--- config.mk ---
export PLATFORM = sky130hd
export DESIGN_NAME = display_scan_ctrl
export DESIGN_NICKNAME = d
export VERILOG_FILES = /design/src/rtl/display_pkg.sv /design/src/rtl/seg7_decode.sv /design/src/rtl/display_scan_ctrl.sv
export SDC_FILE = /design/constraint.sdc
export NUM_CORES = 1
export LEC_CHECK = 0
export ABC_AREA = 1
export BUFFER_PORTS_ARGS = -buffer_cell sky130_fd_sc_hd__buf_2
export CAP_MARGIN = 10
export CORE_MARGIN = 4
export CORE_UTILIZATION = 52
export DETAILED_ROUTE_END_ITERATION = 7
export GPL_TIMING_DRIVEN = 0
export PLACE_DENSITY = 0.76
export SLEW_MARGIN = 20
export SYNTH_ARGS = -nofsm -noshare
export SYNTH_HDL_FRONTEND = slang
export SYNTH_SLANG_ARGS = --single-unit
--- constraint.sdc ---
create_clock -name clk -period 2.4 [get_ports clk]
set_input_delay 0.24 -clock clk [delete_from_list [all_inputs] [get_ports clk]]
set_output_delay 0.24 -clock clk [all_outputs]
set_load 0.1 [all_outputs]
--- src/rtl/display_pkg.sv ---
// Shared constants for the four-digit seven-segment scan controller:
// digit count, data width and the active-low {g,f,e,d,c,b,a} patterns.
package display_pkg;

   localparam int NUM_DIGITS = 4;
   localparam int IDX_W      = $clog2(NUM_DIGITS);
   localparam int DATA_W     = 4 * NUM_DIGITS;

   typedef logic [IDX_W-1:0] digit_idx_t;

   // Active-low segment patterns, bit order {g,f,e,d,c,b,a}
   localparam logic [6:0] SEG_0     = 7'b1000000;
   localparam logic [6:0] SEG_1     = 7'b1111001;
   localparam logic [6:0] SEG_2     = 7'b0100100;
   localparam logic [6:0] SEG_3     = 7'b0110000;
   localparam logic [6:0] SEG_4     = 7'b0011001;
   localparam logic [6:0] SEG_5     = 7'b0010010;
   localparam logic [6:0] SEG_6     = 7'b0000010;
   localparam logic [6:0] SEG_7     = 7'b1111000;
   localparam logic [6:0] SEG_8     = 7'b0000000;
   localparam logic [6:0] SEG_9     = 7'b0010000;
   localparam logic [6:0] SEG_BLANK = 7'b1111111;

endpackage

--- src/rtl/seg7_decode.sv ---
// Combinational BCD to active-low seven-segment decoder.
// Non-decimal nibbles (10..15) decode to a dark digit.
module seg7_decode
   import display_pkg::*;
(
   input  logic [3:0] nibble,
   output logic [6:0] seg
);

   // Map one BCD nibble to its segment pattern
   always_comb begin
      // NOTE: assigning a default before the case keeps every path driven, so no latch is inferred.
      seg = SEG_BLANK;
      case (nibble)
         4'd0:    seg = SEG_0;
         4'd1:    seg = SEG_1;
         4'd2:    seg = SEG_2;
         4'd3:    seg = SEG_3;
         4'd4:    seg = SEG_4;
         4'd5:    seg = SEG_5;
         4'd6:    seg = SEG_6;
         4'd7:    seg = SEG_7;
         4'd8:    seg = SEG_8;
         4'd9:    seg = SEG_9;
         default: seg = SEG_BLANK;
      endcase
   end

endmodule

--- src/rtl/display_scan_ctrl.sv ---
// Four-digit multiplexed seven-segment scan controller.
// A prescaler divides clk into digit slots; each slot starts with one dead
// cycle (all anodes off) while the registered segment pattern settles.
// New digits are accepted only at frame boundaries into a shadow register,
// so a frame never mixes old and new values.
// Optional feature: define DISPLAY_BLINK_EN to enable per-digit blinking.
module display_scan_ctrl
   import display_pkg::*;
#(
   parameter int REFRESH_DIV  = 50000,
   parameter int BLINK_FRAMES = 64
)(
   input  logic              clk,
   input  logic              rst_n,
   input  logic [DATA_W-1:0] digits_in,
   input  logic              upd_valid,
   output logic              upd_ready,
   input  logic [3:0]        blank_mask,
   input  logic [3:0]        blink_mask,
   output logic [6:0]        seg,
   output logic [3:0]        an
);

   localparam int               CNT_W    = (REFRESH_DIV > 2) ? $clog2(REFRESH_DIV) : 1;
   localparam logic [CNT_W-1:0] CNT_LAST = CNT_W'(REFRESH_DIV - 1);
   localparam digit_idx_t       IDX_LAST = digit_idx_t'(NUM_DIGITS - 1);

   logic [CNT_W-1:0]  cnt_q, cnt_d;
   digit_idx_t        idx_q, idx_d;
   logic [DATA_W-1:0] shadow_q, shadow_d;
   logic [6:0]        seg_q, seg_d;
   logic [3:0]        an_q, an_d;
   logic              tick;
   logic              frame_end;
   logic              blink_dark;
   logic              dark;
   logic [3:0]        nib;
   logic [6:0]        dec_seg;

   assign tick      = (cnt_q == CNT_LAST);
   assign frame_end = tick && (idx_q == IDX_LAST);
   assign upd_ready = frame_end;

`ifdef DISPLAY_BLINK_EN
   localparam int FRM_W = $clog2(BLINK_FRAMES + 1);

   logic [FRM_W-1:0] frm_q, frm_d;
   logic             phase_q, phase_d;

   // Count frame boundaries and flip the blink phase every BLINK_FRAMES of them
   always_comb begin
      frm_d   = frm_q;
      phase_d = phase_q;
      if (frame_end) begin
         if (frm_q == FRM_W'(BLINK_FRAMES - 1)) begin
            frm_d   = '0;
            phase_d = ~phase_q;
         end else begin
            frm_d = frm_q + FRM_W'(1);
         end
      end
   end

   // Blink counter and phase registers
   always_ff @(posedge clk or negedge rst_n) begin
      if (!rst_n) begin
         frm_q   <= '0;
         phase_q <= 1'b0;
      end else begin
         frm_q   <= frm_d;
         phase_q <= phase_d;
      end
   end

   // The digit entering its slot uses the phase that applies from this edge on
   assign blink_dark = phase_d & blink_mask[idx_d];
`else
   logic unused_blink;
   assign unused_blink = (^blink_mask) ^ (BLINK_FRAMES < 1);
   assign blink_dark   = 1'b0;
`endif

   seg7_decode u_decode (
      .nibble (nib),
      .seg    (dec_seg)
   );

   // Next-state for prescaler, digit index, shadow, anodes and segments
   always_comb begin
      cnt_d    = tick ? '0 : cnt_q + CNT_W'(1);
      idx_d    = idx_q;
      shadow_d = shadow_q;
      if (tick) begin
         idx_d = (idx_q == IDX_LAST) ? '0 : idx_q + digit_idx_t'(1);
      end
      if (frame_end && upd_valid) begin
         shadow_d = digits_in;
      end
      // Look up the digit that owns the slot starting on this edge, using the
      // shadow value as it stands after a possible load on the same edge
      nib   = shadow_d[{idx_d, 2'b00} +: 4];
      dark  = blank_mask[idx_d] | blink_dark;
      an_d  = tick ? 4'b1111 : ~(4'b0001 << idx_q);
      seg_d = seg_q;
      if (tick) begin
         seg_d = dark ? SEG_BLANK : dec_seg;
      end
   end

   // State registers; reset blanks the display immediately
   always_ff @(posedge clk or negedge rst_n) begin
      // NOTE: sequential state is written with non-blocking assignments so all flops update together.
      if (!rst_n) begin
         cnt_q    <= '0;
         idx_q    <= '0;
         shadow_q <= '0;
         seg_q    <= SEG_BLANK;
         an_q     <= 4'b1111;
      end else begin
         cnt_q    <= cnt_d;
         idx_q    <= idx_d;
         shadow_q <= shadow_d;
         seg_q    <= seg_d;
         an_q     <= an_d;
      end
   end

   assign seg = seg_q;
   assign an  = an_q;

endmodule

==> reports/metrics.cfg <==
[synthesis]
ys_types = 34
ys_seq_area_share_pct = 41.8
synth_area_um2 = 2730
synth_area_per_cell_um2 = 7.95
synth_nets = 380
yosysWarnings = 0
ys_ff_latch = 45
syn_inst = 343

[layout]
fin_cells = 471
area_growth_pct = 26.1
drive_gt1_share_pct = 37.7
antenna_cells = 0
finish.utilization_pct = 67.3
n_fill_cell = 413
nets = 437

[worst_setup_path]
worstPathRequired_ps = 2640
critical_path.max_fanout = 10
end_kind = register
worst-setup-path-type = reg2reg
rr_worst_depth = 17
cp-start-kind = register
crit_slowest_cell = dfrtp_1
critPathMaxStageDelay_ps = 420
cp_common_cell = nand2_4
arrival_ps = 2620
path_cells = ha_4, nand3_4, nor2_4, nand2_4, nand2_4, nand2_4, buf_6, nand3_1, nand3_2, nand2_4, inv_4, ha_4, inv_2, nor2_2, nor2_1, nor2_1, nor2_1

[clock_network]
clockRootBuffer = clkbuf_8
htree_levels = 2
cts.sink_count = 45
clk_latency_ps = 310
clk_pin_slew_worst_paths_ps = 80
cts_buffers = 5
clockBufferDepth = 2
cts_tree = built

[floorplanning]
start_util_pct = 53.4
io_pins = 39
die_w_um = 80.4
core_area_um2 = 5110
die_h_um = 80.4
dieArea_um2 = 6470
rows = 26

[sta]
finalCriticalPeriod_ps = 2380
rsz0062_at_grt = true
setup_viol = 0
min_period_over_period_pct = 99.3
slew_viol_final = 0
worst_slew_pin_slew_ps = 574
slew_headroom_pct = 61.8
fmax_mhz = 420
hold_slack_ps = 178
finalHoldViolCount = 0
fin_skew_ps = 12.2

[global_route]
grt_antenna_before_repair = 0
grt_max_degree = 46
overflow = 0
grt_pass1_vias = 2233
grt_usage_pct = 19.4
grt_pass1_wl_um = 9760

[route]
initialDrtViolationCount = 138
ant_nets = 0
routed-wl-met3_um = 302
vias_per_cell = 5.11
vias = 2406
drc = 0
wirelength_um = 6340
wl_met1_um = 2630
wl_met2_um = 3240
drt_first_pass_iters = 4
routedWlPerCell_um = 13.5
top_layer = met4

[pwr]
leakagePower_nw = 1.80
power_density_nw_per_um2 = 376
vdd_drop_max_v = 0.000346

[run]
drv_cap = 0

[outcome]
outcome = finished, final reports clean

[hold_path]
hold_class = in2reg
hold_depth = 3

[placement]
gp_routability_congestion = 0.862
dpl.cell_count = 446
place_hpwl_um = 4180
io_buffers = 33

metrics by stage:
| stage | power [mW] | area (um2) | TNS (ps) | worst slack (ps) |
|---|---|---|---|---|
| 2_1_floorplan | 0.782 | 2760 | 0 | 3.63 |
| 3_3_place_gp | 0.817 | 3010 | -273 | -74.6 |
| 3_5_place_dp | 0.818 | 3010 | -468 | -122 |
| 4_1_cts | 1.30 | 3170 | 0 | 16.9 |
| 5_1_grt | 1.34 | 3440 | -613 | -133 |
| 6_report | 1.29 | 3440 | 0 | 17.9 |
registers in the layout, summed over array words and instances (netlist names):
register and flops:
cnt_q 16, shadow_q 16, seg 7, an 4, idx_q 2
layout make-up:
type	instances	area (um2)	area share [%]
Multi-Input combinational cell	238	1550	44.9
Buffer	8	52.6	1.53
Inverter	52	205	5.97
Clock buffer	8	90.1	2.62
Timing Repair Buffer	50	318	9.24
Sequential cell	45	1140	33.2
Tap cell	70	87.6	2.55
critical path, delay by kind of cell, from the launching register on:
family                   cells  cell delay (ps)
AND/OR/NAND/NOR             12             1190
buffers and inverters        3              240
adder cells (fa/ha/maj)      2              460
flip-flops                   1              420
metal layers:
layer,vias to the layer above,GRT usage (%)
li1,1183,-
met1,1134,23.6
met2,74,33.9
met3,15,2.80
met4,0,8.78
met5,-,0
worst paths after layout:
kind | slack, ps | from | end
worst max-delay path | 20 | cnt_q[0]$_DFF_PN0_ | seg[3]$_DFFE_PN1N_
worst min-delay path | 180 | digits_in[0] | shadow_q[0]$_DFF_PN0_
worst max register to register | 20 | cnt_q[0]$_DFF_PN0_ | seg[3]$_DFFE_PN1N_
worst min register to register | 470 | cnt_q[15]$_DFF_PN0_ | cnt_q[15]$_DFF_PN0_
max in group asynchronous | 1530 | rst_n | an[2]$_DFF_PN1_
min in group asynchronous | 480 | rst_n | shadow_q[13]$_DFF_PN0_
cell usage after synthesis:
cell / n / area share [%]
a21oi_1: 2 / 0.37
a221oi_1: 1 / 0.32
a31oi_1: 1 / 0.23
and2_1: 1 / 0.23
buf_2: 2 / 0.37
buf_6: 1 / 0.41
buf_8: 1 / 0.55
clkbuf_1: 4 / 0.55
dfrtp_1: 34 / 31
dfstp_2: 11 / 11
ha_1: 10 / 4.6
inv_1: 47 / 6.5
inv_2: 4 / 0.55
inv_4: 1 / 0.23
nand2_1: 79 / 11
nand2_2: 8 / 1.8
nand2_4: 6 / 2.5
nand3_1: 33 / 6.1
nand3_2: 9 / 3.3
nand3b_1: 1 / 0.28
nand4_1: 12 / 2.8
nand4_2: 1 / 0.46
nor2_1: 47 / 6.5
nor2_2: 2 / 0.46
nor2_4: 7 / 2.9
nor2_8: 2 / 1.5
nor3_1: 1 / 0.18
nor3b_1: 2 / 0.55
o211ai_1: 1 / 0.28
o21ai_0: 4 / 0.73
o21ai_1: 2 / 0.37
o22ai_2: 1 / 0.46
or2_2: 2 / 0.46
xor2_1: 3 / 0.96
cell usage in the layout, fill, tap and decap left out, types with 10 or more instances in the layout:
cell type  Yosys  routed
nand3_1       33      18
nand2_2        8      12
nand4_1       12      12
nand3_2        9      22
dfrtp_1       34      34
inv_1         47      42
dfstp_2       11      11
buf_2          2      34
nand2_1       79      71
buf_4          0      14
nor2_1        47      45
nand2_4        6      10
report_power, final:
| part | total (mW) | internal, mW | switching, mW |
|---|---|---|---|
| logic | 0.0462 | 0.0164 | 0.0298 |
| registers | 0.759 | 0.759 | 0 |
| clock network | 0.488 | 0.235 | 0.253 |
| total | 1.29 | 1.01 | 0.283 |
cells by family after synthesis:
kind of cell	share of synthesized area, %
AND/OR/NAND/NOR	40.8
buffers and inverters	9.13
flip-flops	41.8
AO/OA/AOI/OAI	2.75
adder cells (fa/ha/maj)	4.59
XOR/XNOR	0.964
timing repair:
item,in CTS,in global routing
endpoints found under the setup margin,6,7
endpoints found under the hold margin,0,34
hold buffers,0,1
buffers inserted,5,11
pin swaps,5,38
gates resized for setup,6,41
Power figures use the tool's default switching activity.
